$ cat src/rtl/mvm_pkg.sv
// Shared types and helpers for the matrix-vector multiplier.
// Provides the controller state encoding and the packed-bus element offset helper.
package mvm_pkg;

    typedef enum logic [1:0] {
        IDLE = 2'd0,
        BUSY = 2'd1,
        DONE = 2'd2
    } state_e;

    // LSB position of element idx in a flat bus of count elements, element 0 in the MSBs.
    function automatic int unsigned elem_lsb(input int unsigned idx,
                                             input int unsigned count,
                                             input int unsigned width);
        return (count - 1 - idx) * width;
    endfunction

endpackage

$ cat src/rtl/mvm_mac_lane.sv
// One row of the multiplier: WIDTH-bit wrapping multiply-accumulate.
// Ports:
//   clk, reset  - clock, async active-low reset
//   clear       - synchronous clear of the accumulator (takes priority over en)
//   en          - accumulate a*b this cycle
//   a, b        - unsigned operands
//   acc         - registered accumulator (modulo 2^WIDTH)
module mvm_mac_lane
    import mvm_pkg::*;
#(
    parameter int unsigned WIDTH = 8
) (
    input  logic             clk,
    input  logic             reset,
    input  logic             clear,
    input  logic             en,
    input  logic [WIDTH-1:0] a,
    input  logic [WIDTH-1:0] b,
    output logic [WIDTH-1:0] acc
);

    logic [WIDTH-1:0] acc_q;

    // Product and sum both wrap at WIDTH bits.
    always_ff @(posedge clk or negedge reset) begin
        if (!reset) begin
            acc_q <= '0;
        end else if (clear) begin
            acc_q <= '0;
        end else if (en) begin
            acc_q <= acc_q + WIDTH'(a * b);
        end
    end

    assign acc = acc_q;

endmodule

$ cat src/rtl/mvm_core.sv
// Unsigned matrix-vector multiplier: rows in parallel, shared dimension one column per clock.
// Ports:
//   clk, reset     - clock, async active-low reset
//   start          - begin a computation (accepted in IDLE or DONE, ignored while BUSY)
//   matrix         - MATRIX_ROWS x SHARED_DIM row-major, element (0,0) in the MSBs
//   vector         - SHARED_DIM elements, element 0 in the MSBs
//   result_vector  - MATRIX_ROWS elements, row 0 in the MSBs; holds until the next result
//   done           - level, high while result_vector holds a finished result
module mvm_core
    import mvm_pkg::*;
#(
    parameter int unsigned MATRIX_ROWS = 3,
    parameter int unsigned SHARED_DIM  = 3,
    parameter int unsigned WIDTH       = 8
) (
    input  logic                                    clk,
    input  logic                                    reset,
    input  logic                                    start,
    input  logic [MATRIX_ROWS*SHARED_DIM*WIDTH-1:0] matrix,
    input  logic [SHARED_DIM*WIDTH-1:0]             vector,
    output logic [MATRIX_ROWS*WIDTH-1:0]            result_vector,
    output logic                                    done
);

    localparam int unsigned MW = MATRIX_ROWS * SHARED_DIM * WIDTH;
    localparam int unsigned VW = SHARED_DIM * WIDTH;
    localparam int unsigned RW = MATRIX_ROWS * WIDTH;
    localparam int unsigned KW = (SHARED_DIM > 1) ? $clog2(SHARED_DIM) : 1;

    state_e          state_q, state_d;
    logic [KW-1:0]   k_q, k_d;
    logic [MW-1:0]   mat_q, mat_d;
    logic [VW-1:0]   vec_q, vec_d;
    logic [RW-1:0]   res_q, res_d;
    logic            done_q, done_d;

    logic            clear_c;
    logic            en_c;
    logic            last_c;
    logic [WIDTH-1:0] vcol_c;
    logic [RW-1:0]   final_c;

    // Column k of the captured vector, shared by every row.
    assign vcol_c = vec_q[elem_lsb(32'(k_q), SHARED_DIM, WIDTH) +: WIDTH];
    assign last_c = (k_q == KW'(SHARED_DIM - 1));

    // Per-row column mux, MAC lane, and the value the lane reaches at this edge.
    for (genvar r = 0; r < MATRIX_ROWS; r++) begin : g_row
        logic [WIDTH-1:0] a_c;
        logic [WIDTH-1:0] acc;

        assign a_c = mat_q[elem_lsb(32'(r) * SHARED_DIM + 32'(k_q),
                                    MATRIX_ROWS * SHARED_DIM, WIDTH) +: WIDTH];

        mvm_mac_lane #(
            .WIDTH (WIDTH)
        ) u_lane (
            .clk   (clk),
            .reset (reset),
            .clear (clear_c),
            .en    (en_c),
            .a     (a_c),
            .b     (vcol_c),
            .acc   (acc)
        );

        // Result is loaded on the same edge as the last accumulate, so fold in that product here.
        assign final_c[elem_lsb(32'(r), MATRIX_ROWS, WIDTH) +: WIDTH] = acc + WIDTH'(a_c * vcol_c);
    end

    // Next-state and datapath control.
    always_comb begin
        state_d = state_q;
        k_d     = k_q;
        mat_d   = mat_q;
        vec_d   = vec_q;
        res_d   = res_q;
        done_d  = done_q;
        clear_c = 1'b0;
        en_c    = 1'b0;

        case (state_q)
            IDLE, DONE: begin
                if (start) begin
                    mat_d   = matrix;
                    vec_d   = vector;
                    k_d     = '0;
                    clear_c = 1'b1;
                    done_d  = 1'b0;
                    state_d = BUSY;
                end
            end
            BUSY: begin
                en_c = 1'b1;
                k_d  = k_q + KW'(1);
                if (last_c) begin
                    k_d     = '0;
                    res_d   = final_c;
                    done_d  = 1'b1;
                    state_d = DONE;
                end
            end
            default: begin
                state_d = IDLE;
            end
        endcase
    end

    // State and output registers.
    always_ff @(posedge clk or negedge reset) begin
        if (!reset) begin
            state_q <= IDLE;
            k_q     <= '0;
            mat_q   <= '0;
            vec_q   <= '0;
            res_q   <= '0;
            done_q  <= 1'b0;
        end else begin
            state_q <= state_d;
            k_q     <= k_d;
            mat_q   <= mat_d;
            vec_q   <= vec_d;
            res_q   <= res_d;
            done_q  <= done_d;
        end
    end

    assign result_vector = res_q;
    assign done          = done_q;

endmodule

$ cat config.mk
export PLATFORM = sky130hd
export DESIGN_NAME = mvm_core
export DESIGN_NICKNAME = d
export VERILOG_FILES = /design/src/rtl/mvm_pkg.sv /design/src/rtl/mvm_mac_lane.sv /design/src/rtl/mvm_core.sv
export SDC_FILE = /design/constraint.sdc
export NUM_CORES = 1
export LEC_CHECK = 0
export BUFFER_PORTS_ARGS = -buffer_cell sky130_fd_sc_hd__buf_2
export CORE_MARGIN = 10
export CORE_UTILIZATION = 35
export CTS_CLUSTER_DIAMETER = 150
export DETAILED_ROUTE_END_ITERATION = 6
export PLACE_DENSITY = 0.5
export SYNTH_ARGS = -nofsm -noshare
export SYNTH_HDL_FRONTEND = slang
export SYNTH_SLANG_ARGS = --single-unit
export TNS_END_PERCENT = 1
$ cat constraint.sdc
create_clock -name clk -period 13.35 [get_ports clk]
set_input_delay 2.67 -clock clk [delete_from_list [all_inputs] [get_ports clk]]
set_output_delay 2.67 -clock clk [all_outputs]
set_load 0.005 [all_outputs]
After elaboration in Yosys (flattened, before gate mapping)
Cells that the tools add are included.

Flip-flop bits (word level): 149. Output and inout bits: 25. Word-level logic and storage cells: 58.

Add/sub/neg operators: 10. Multipliers: 3. Equal/unequal tests: 5. Shifts and indexed selects: 4. Muxes and demuxes: 18. Reductions and logical operators: 9.

Operators by type and width (number): 72-bit by 33-bit variable part select with 8-bit output (3); 8-bit 2-to-1 mux (6); 24-bit by 33-bit variable part select with 8-bit output (1); 8-bit adder (3); 8-bit by 8-bit multiplier with 8-bit output (3); 2-bit 2-to-1 mux (4); 2-bit one-hot mux with 2 select lines (2); 2-bit AND reduction (4); 1-bit 2-to-1 mux (5); 4-bit by 2-bit subtractor with 5-bit output (first input constant) (1); 4-bit by 3-bit subtractor with 5-bit output (first input constant) (1); 4-bit by 4-bit subtractor with 5-bit output (first input constant) (1); 3-bit by 2-bit adder with 4-bit output (first input constant) (1); 2-bit == test (second input constant) (2); 2-bit != test (second input constant) (2); 2-bit nonzero test (2); 2-bit by 2-bit adder with 3-bit output (first input constant) (1); 3-bit AND reduction (1); 2-bit by 2-bit subtractor with 3-bit output (first input constant) (1); 2-bit by 1-bit adder with 2-bit output (second input constant) (1); 2-bit by 1-bit == test with 1-bit output (second input constant) (1); 2-bit logical NOT (1); 1-bit one-hot mux with 2 select lines (1); 2-bit OR reduction (1).

Longest topological paths before layout
Gate-level depths: netlist of the first run.

Depth after elaboration: 7. Mapped depth: 26.

Modules after synthesis
From an unflattened synthesis of the first run, not the netlist that was laid out.

Cell total of the unflattened synthesis: 1471. Area, all modules: 13207.7 um2.

By module, submodules not included: mvm_core (times used 1, cells an instance 997, area each 9041.2 um2, sequential area each 3128.0 um2); mvm_mac_lane (times used 3, cells an instance 158, area each 1388.8 um2, sequential area each 200.2 um2).

Worst setup path after synthesis of the first run
OpenSTA, ideal clock, no wires.

Path kind: flip-flop to flip-flop. Start point: reg k_q[0]. End point: reg res_q[7], in the netlist result_vector[7]. Library setup time: 0.131 ns. Arrival: 5.597 ns. Data required time: 13.219 ns. Path slack: 7.622 ns. Stages on the path, launching flop included: 24. Path buffers: 4. Clock period less this slack: 5.728 ns. Path through: dfrtp_1 -> buf_6 -> buf_6 -> inv_1 -> ha_1 -> buf_6 -> mux2_2 -> a22oi_1 -> nor2_1 -> clkbuf_1 -> nand2_1 -> fa_1 -> inv_1 -> fa_1 -> inv_1 -> fa_1 -> fa_1 -> inv_1 -> ha_1 -> a21oi_1 -> xnor2_1 -> xnor3_1 -> xnor2_1 -> o21ai_1.

Word-level cells in the longest chain between the ends: 5. Elaborated cells between the ends (all ways): 9. Those cells by class: add/sub (4); mul (1); eq/ne (1); shift (2); reduce/logical (1).

RTL lines: start, declared (RTL line mvm_core.sv:31) `logic [KW-1:0] k_q, k_d;`; start signal, assigned (RTL line mvm_core.sv:120) `k_q <= k_d;`; 3-bit by 2-bit adder with 4-bit output (RTL line mvm_core.sv:52) `assign a_c = mat_q[elem_lsb(32'(r) * SHARED_DIM + 32'(k_q),`; 4-bit by 4-bit subtractor with 5-bit output (RTL line mvm_pkg.sv:15) `return (count - 1 - idx) * width;`; 72-bit by 33-bit variable part select with 8-bit output (RTL line mvm_core.sv:52); 8-bit by 8-bit multiplier with 8-bit output (RTL line mvm_core.sv:68) `assign final_c[elem_lsb(32'(r), MATRIX_ROWS, WIDTH) +: WIDTH] = acc + WIDTH'(a_c * vcol_c);`; 8-bit adder (RTL line mvm_core.sv:68); end signal, assigned (RTL line mvm_core.sv:123) `res_q <= res_d;`; end, declared (RTL line mvm_core.sv:34) `logic [RW-1:0] res_q, res_d;`.

Several ways; a longest one is shown, not always the timed one. A chain may end at the register's enable or synchronous reset.

Worst setup path after layout of the first run
Start point: reg k_q[0]. End point: reg g_row[1].u_lane.acc_q[7].

Word-level cells in the longest chain between the ends: 7. Elaborated cells between the ends (all ways): 9. Those cells by class: add/sub (4); mul (1); shift (2); mux (2).

RTL lines: 2-bit by 2-bit adder with 3-bit output (RTL line mvm_core.sv:52); 4-bit by 3-bit subtractor with 5-bit output (RTL line mvm_pkg.sv:15); 72-bit by 33-bit variable part select with 8-bit output (RTL line mvm_core.sv:52); 8-bit by 8-bit multiplier with 8-bit output (*) (RTL line mvm_mac_lane.sv:31) `acc_q <= acc_q + WIDTH'(a * b);`; 8-bit adder (*) (RTL line mvm_mac_lane.sv:31); 8-bit 2-to-1 mux (*) (RTL line mvm_mac_lane.sv:30) `end else if (en) begin`; 8-bit 2-to-1 mux (*) (RTL line mvm_mac_lane.sv:28) `end else if (clear) begin`; end signal, assigned (RTL line mvm_mac_lane.sv:31); end, declared (RTL line mvm_mac_lane.sv:22) `logic [WIDTH-1:0] acc_q;`.

Every way passes the cells marked *; elsewhere a longest branch is shown, timed or not. The select of a mux whose other input is x is not followed.

==> metrics.cfg, run 1 <==
[status]
outcome = completed

[floorplanning]
core_um2 = 27860
start_util_pct = 35.48
io_pins = 124
die_w_um = 188.0
fp-row-count = 61
die_h_um = 188.0
die-area_um2 = 35360

[setup_path]
start_kind = flip-flop
cp.depth = 21
critPathKind = reg2reg
cp-end-kind = flip-flop
slowest_delay_ps = 1050
path_delay_family = adder cells
crit_path_top_delay_cell = ha_2
worstPathArrival_ps = 7220
reg2reg_depth = 21
critPathBufInv = 6
crit_fanout = 39
critPathRequiredTime_ps = 13710
path_cells = buf_4 -> inv_1 -> ha_2 -> and2_1 -> a22oi_1 -> nor2_1 -> buf_4 -> nand2_1 -> fa_1 -> inv_1 -> fa_1 -> ha_1 -> inv_1 -> fa_1 -> inv_1 -> fa_1 -> a21o_1 -> a21oi_1 -> xnor2_1 -> xnor3_1 -> o21ai_1

[routing]
drcViolationCount = 0
ant_nets = 0
drt_iter0_drc = 372
routed_via_density = 4.612
met1_length_um = 12450
wl_met2_um = 12290
post_drt_wl_per_cell_um = 17.00
dr.pass1.iters = 4
wl_met3_um = 1281
wl_um = 26420
vias = 7167
topRoutingLayerUsed = met4

[hold_path]
hold_path.class = reg2reg
whs_path_depth = 2

[sta]
fin_ws_ps = 6487
clock.fmax_mhz = 145.7
clock_skew_ps = 13.10
finalCritPeriodShare_pct = 51.41
grt_setup_unrepaired = false
setup_tns_ps = 0
setup-violations-final = 0
fin_crit_ps = 6863
tightest_slew_ps = 1009
hold_viol_final = 0
relSlewSlack_pct = 32.71
drv_slew = 0
hold_ws_ps = 472.1

[layout]
fillers = 2862
antenna_cells = 0
fin_nets = 1371
area_growth_pct = 14.74
drive_gt1_share_pct = 17.01
post-route-util_pct = 40.71

[clocking]
cts_buffer_depth = 2
clkLatencyLatePin_ps = 440
h-tree-depth = 4
hold_buffers = 0
cts_setup_buffers = 0
cts_tree = done
clk_pin_slew_ps = 80
cts_root_buf = clkbuf_16
cts-resized-gates = 0
numCtsBuffers = 17
clkSinkCount = 149

[synthesis]
netlist_area_um2 = 9883
yosysTopAreaCell = dfrtp_1
synth_cells = 1063
ys_seq_area_share_pct = 37.73
ys_ff_latch = 149
synth_edf_count = 0
async_reset_ff_share_pct = 100.0
synth.avg_cell_area_um2 = 9.297
synthesis.nets = 1271
synth_top_area_share_pct = 37.73
netlist_top_cells_count = nand2_1, dfrtp_1, inv_1
synthFlopType = dfrtp_1
ys_warn_count = 0
synthMostInstantiatedCell = nand2_1
synth_cell_types = 49
synthTopCellsByArea = dfrtp_1, nand2_1, fa_1

[placement]
dp_slack_ps = 6530
place.gp.congestion = 0.8239
portBuffers = 123
dpl.hpwl_um = 20190

[grt]
grt_pass1_vias = 7714
antenna_found_initial = 0
grt_use_total_pct = 15.46
overflow = 0
grt_first_pass_wirelength_um = 43630
grt_start_max_net_pins = 99

[run]
drv_cap = 0

[final cells by class]
cell class                 instances  area [µm²]  share of cell area, %
clock inverter                    14       132.6                  1.170
clock buffer                      18       429.2                  3.785
timing repair buffer             132       689.4                  6.080
tap                              378       473.0                  4.171
multi-input combinational        746        5448                  48.04
sequential                       149        3729                  32.88
inverter                         117       439.2                  3.873
[path summary, 6_finish.rpt]
kind / startpoint / slack [ps] / end
worst max register to register: k_q[0] / 6490 / g_row[1].u_lane.acc[7]
worst max-delay path: k_q[0] / 6490 / g_row[1].u_lane.acc[7]
min in group asynchronous: reset / 2320 / result_vector[6]
worst min-delay path: result_vector[13] / 470 / result_vector[13]
worst min register to register: result_vector[13] / 470 / result_vector[13]
max in group asynchronous: reset / 9730 / mat_q[13]
[registers in the layout, indices dropped and copies added, names as in the netlist]
register	cells
done	1
g_row.u_lane.acc	24
k_q	2
mat_q	72
result_vector	24
state_q	2
vec_q	24
[per-layer routing]
layer  up-vias  GRT usage (%)
li1       3543              -
met1      3463          20.97
met2       136          24.38
met3        25          3.506
met4         0          3.785
met5         -              0
[worst min-delay path, cell delays in order, from the launching register on]
cell and delay [ps]:
dfrtp_1 340, nand2_1 40, o21ai_0 60
[stage by stage]
step | std cells | instance area [µm²]
detailed placement | 1522 | 10780
floorplan | 1063 | 9883
finish | 1554 | 11340
CTS | 1554 | 11340
global route | 1554 | 11340
global placement | 1522 | 10780
[layout by cell type (no fill, tap or decap), types with 2 or more instances in the layout]
cell type and n:
o21ai_1 6, inv_8 6, nand2b_1 2, a21o_1 6, nor3b_1 2, ha_1 54, o2bb2ai_1 4, o221ai_1 3
and3_1 4, nand3_1 10, nand2_1 381, inv_6 4, mux2_2 16, clkbuf_16 17, buf_4 9, a22o_1 16
nor2_1 27, nor2b_1 2, dfrtp_1 149, and2_1 16, xnor2_1 33, buf_2 122, clkinv_4 2, o311ai_1 2
a21oi_1 6, or3_1 2, nand3b_1 2, fa_1 54, o21ai_0 19, o2bb2ai_2 3, inv_1 117, xor2_1 11
mux4_2 9, mux2i_1 28, xnor3_1 4, mux4_1 5, nand4_1 4
[kinds of logic after synthesis]
kind of cell	share of synthesized area [%]
compound gates	5.229
xor+xnor	5.064
fa+ha+maj	17.90
buf+inv	7.330
flops	37.73
mux	8.039
simple gates	18.71
Power of run 1 is not shown: default switching activity piles up to over one toggle a cycle in this logic, so the estimate is an artifact.
==> run 2: changes to the inputs <==
Clock period 13.35 ns to 6.9 ns, I/O delays scaled along.
==> metrics.cfg, run 2 (same netlist as run 1, synthesis figures left out) <==
[clocking]
cts_setup_buffers = 0
clk_pin_slew_ps = 70
h-tree-depth = 4
cts_root_buf = clkbuf_16
clkSinkCount = 149
hold_buffers = 0
cts_buffer_depth = 2
cts_tree = done
clkLatencyLatePin_ps = 430
numCtsBuffers = 17
cts-resized-gates = 0

[setup_path]
r2r-end = g_row[0].u_lane.acc[7]
start_kind = flip-flop
worstPathArrival_ps = 6150
r2r_setup_slack_ps = 1040
timing.critical_path.to = g_row[0].u_lane.acc[7]
cp-end-kind = flip-flop
r2r_start = k_q[1]
reg2reg_depth = 22
crit_start = k_q[1]
critPathRequiredTime_ps = 7190
critPathKind = reg2reg
crit_fanout = 21

[layout]
area_growth_pct = 15.31
fin_nets = 1376
layout_common_cells = nand2_1, dfrtp_1, buf_2, inv_1
largest_register_ffs = 72
regMostFlops = mat_q
drive_gt1_share_pct = 17.36
final_common_cell = nand2_1
antenna_cells = 0
post-route-util_pct = 40.91

[placement]
dpl.hpwl_um = 20470
place.gp.congestion = 0.8527
portBuffers = 123

[routing]
post_drt_wl_per_cell_um = 16.97
vias = 7206
drcViolationCount = 0
dr.pass1.iters = 7
routed_via_density = 4.622
drt_iter0_drc = 443
ant_nets = 0
wl_um = 26460

[sta]
finalCritPeriodShare_pct = 84.97
grt_setup_unrepaired = false
clock.fmax_mhz = 170.6
setup_tns_ps = 0
relSlewSlack_pct = 33.93
fin_crit_ps = 5863
setup-violations-final = 0
clock_skew_ps = 12.79
drv_slew = 0
tightest_slew_ps = 991.0
hold_viol_final = 0

[grt]
grt_start_max_net_pins = 99
grt_first_pass_wirelength_um = 42910
antenna_found_initial = 0
grt_use_total_pct = 15.24
grt_pass1_vias = 7592
overflow = 0

[hold_path]
hold_path.class = reg2reg

[run]
drv_cap = 0

[floorplanning]
die_w_um = 188.0
die_h_um = 188.0
die-area_um2 = 35360
core_um2 = 27860
io_pins = 124
fp-row-count = 61
start_util_pct = 35.48

[status]
outcome = completed

-- run 2: area by class of cell --
type / instances / area [µm²]
clock buffers: 18 / 429.2
clock inverters: 14 / 151.4
multi-input cells: 746 / 5448
well taps: 378 / 473.0
repair buffers: 137 / 726.9
fillers: 2831 / 16460
flip-flops and latches: 149 / 3729
inverters: 117 / 439.2
-- run 2: per-stage QoR --
stage / instance area [µm²] / hold slack, ps / instances / setup WS, ps
after floorplan: 9883 / 437.4 / 1063 / 1172
after global placement: 10820 / 459.2 / 1527 / 1012
after detailed placement: 10820 / 462.5 / 1527 / 1038
after CTS: 11400 / 481.2 / 1559 / 1002
after global routing: 11400 / 502.6 / 1559 / 647.0
final: 11400 / 473.5 / 1559 / 1037
-- run 2: how the worst min path moves through the flow --
stage                 startpoint                 to  slack [ps]  depth (start not counted)
2_1_floorplan          mat_q[66]          mat_q[66]         440                          2
3_3_place_gp           vec_q[16]          vec_q[16]         460                          2
3_5_place_dp           mat_q[13]          mat_q[13]         460                          2
4_1_cts                     done               done         480                          2
5_1_grt                vec_q[16]          vec_q[16]         500                          2
6_report       result_vector[14]  result_vector[14]         470                          2
-- run 2: layer usage --
| layer | GRT usage [%] | wire length, µm | vias to the layer above |
|---|---|---|---|
| met2 | 24.23 | 12410 | 155 |
| met4 | 3.262 | 234 | 0 |
| li1 | - | - | 3558 |
| met5 | 0 | 0 | - |
| met3 | 3.673 | 1237 | 16 |
| met1 | 20.55 | 12580 | 3477 |
-- run 2: worst max-delay path, cell delays in order, from the launching register on --
cell     delay, ps
dfrtp_1        330
buf_4          200
inv_1           90
ha_2           460
buf_4          340
mux2i_1        160
o21ai_0        350
and2_1         300
nand2_1        100
fa_1           510
inv_1           50
fa_1           460
ha_1           290
inv_1           50
fa_1           520
inv_1           60
fa_1           460
a21o_1         180
a21oi_1        190
xnor2_1        170
xnor2_1        120
xnor2_1        250
o21ai_1         80
Power of run 2 is left out for the same reason.
==> run 3: changes to the inputs <==
Settings changed: ABC_AREA from default to 1, PLACE_DENSITY 0.5 to 0.51.
Clock period 6.9 ns to 4.78 ns, I/O delays scaled along.
==> metrics.cfg, run 3 <==
[status]
violations = negative setup slack
outcome = finished, violations left

[layout]
layout_common_cells = nand2_1, inv_1, dfrtp_1, buf_2, buf_4
final_common_cell = nand2_1
largest_register_ffs = 72
area_growth_pct = 25.21
antenna_cells = 0
post-route-util_pct = 44.59
regMostFlops = mat_q
final_area_um2 = 12870
fin_nets = 1766
drive_gt1_share_pct = 22.29

[synthesis]
synthMostInstantiatedCell = nand2_1
synth.avg_cell_area_um2 = 7.518
synth_edf_count = 0
netlist_top_cells_count = nand2_1, inv_1, dfrtp_1
ys_seq_area_share_pct = 36.28
ys_ff_latch = 149
synth_cells = 1367
yosysTopAreaCell = dfrtp_1
ys_warn_count = 0
synth_cell_types = 36
synth_top_area_share_pct = 36.28
async_reset_ff_share_pct = 100.0
synthFlopType = dfrtp_1
netlist_area_um2 = 10280
synthTopCellsByArea = dfrtp_1, nand2_1, fa_1
synthesis.nets = 1575

[floorplanning]
io_pins = 124
die_h_um = 191.4
die_w_um = 191.4
core_um2 = 28860
start_util_pct = 35.61
fp-row-count = 62
die-area_um2 = 36620

[setup_path]
r2r_setup_slack_ps = -130
worstPathArrival_ps = 5230
crit_start = k_q[0]
reg2reg_depth = 28
crit_path_top_delay_cell = fa_1
cp-end-kind = flip-flop
start_kind = flip-flop
cpMostUsedCell = nand2_1
r2r-end = g_row[1].u_lane.acc[7]
crit_fanout = 5
critPathKind = reg2reg
critPathRequiredTime_ps = 5100
r2r_start = k_q[0]
slowest_delay_ps = 560

[grt]
grt_use_total_pct = 16.96
grt_pass1_vias = 9367
grt_start_max_net_pins = 95
overflow = 0
grt_first_pass_wirelength_um = 49560
antenna_found_initial = 0

[sta]
clock_skew_ps = 11.84
relSlewSlack_pct = 38.38
fin_ws_ps = -125.4
finalCritPeriodShare_pct = 102.6
fin_crit_ps = 4905
grt_setup_unrepaired = true
hold_ws_ps = 476.0
clock.fmax_mhz = 203.9
setup-violations-final = 6
hold_viol_final = 0
tightest_slew_ps = 923.3
drv_slew = 0

[routing]
wl_um = 30100
routed_via_density = 4.582
drcViolationCount = 0
vias = 8953
post_drt_wl_per_cell_um = 15.40
dr.pass1.iters = 5
drt_iter0_drc = 422
ant_nets = 0

[clocking]
clkSinkCount = 149
hold_buffers = 0
numCtsBuffers = 17
clkLatencyLatePin_ps = 430
cts_root_buf = clkbuf_16
cts_tree = done
h-tree-depth = 4
cts_buffer_depth = 2
clk_pin_slew_ps = 70

[placement]
place_area_um2 = 11960
portBuffers = 123
place.gp.congestion = 0.8681
dpl.hpwl_um = 23070

[hold_path]
holdPathEnd = mat_q[14]
hold_path.class = reg2reg
whs_path_depth = 2
hp-start = mat_q[14]

[run]
drv_cap = 0

run 3: cell count changes in the layout (fill, tap and decap cells not counted), sizes merged, moves of 27 or more:
cell | previous run | this run
nor2 | 27 | 67
inv | 127 | 222
mux2i | 28 | 1
nand2 | 382 | 530
o21ai | 25 | 89
buf | 137 | 226
nand3 | 11 | 68
run 3: stage by stage:
| stage | TNS [ps] | std cells | setup slack, ps |
|---|---|---|---|
| after global routing | -2721 | 1954 | -480.8 |
| after floorplan | -1777 | 1367 | -306.8 |
| after detailed placement | -974.6 | 1913 | -208.4 |
| final | -647.5 | 1954 | -125.4 |
| after CTS | -705.4 | 1947 | -123.2 |
| after global placement | -615.8 | 1913 | -120.4 |
run 3: logic make-up after synthesis:
family | synth area share, %
flip-flops | 36.28
AND/OR/NAND/NOR | 26.15
adder cells (fa/ha/maj) | 17.21
multiplexers | 0.09740
XOR/XNOR | 1.704
buffers and inverters | 11.10
AO/OA/AOI/OAI | 7.451
run 3: worst max-delay path: cells and delay by family (launching register included):
| family | cells | cell delay, ps |
|---|---|---|
| xor+xnor | 1 | 170 |
| fa+ha+maj | 6 | 2510 |
| buf+inv | 7 | 580 |
| simple gates | 13 | 990 |
| flops | 1 | 410 |
| compound gates | 1 | 110 |
run 3: layout make-up:
| type | instances | area, µm² |
|---|---|---|
| fillers | 3013 | 15990 |
| clock inverters | 14 | 192.7 |
| multi-input cells | 945 | 5664 |
| repair buffers | 227 | 1539 |
| well taps | 384 | 480.5 |
| inverters | 218 | 837.1 |
| clock buffers | 17 | 425.4 |
| flip-flops and latches | 149 | 3730 |
run 3: worst max path at each step:
stage	cells past startpoint	end	slack (ps)
2_1_floorplan	31	result_vector[7]	-310
3_3_place_gp	33	result_vector[23]	-120
3_5_place_dp	28	g_row[2].u_lane.acc[7]	-210
4_1_cts	33	result_vector[23]	-120
5_1_grt	33	result_vector[23]	-480
6_report	28	g_row[1].u_lane.acc[7]	-130
run 3: per-layer routing:
metal	share of wire, %	vias up	track usage (%)
met4	1.7	0	4.026
met2	46	167	27.37
met3	4.0	27	3.298
li1	-	4543	-
met1	48	4216	22.93
met5	0	-	0
run 3: repair_timing:
item | 4_1_cts | 5_1_grt
cloned | 0 | 1
setup buffers | 3 | 6
gates resized for setup | 16 | 48
pin swaps | 0 | 17
endpoints found under the setup margin | 6 | 10
Power of run 3 is left out for the same reason.
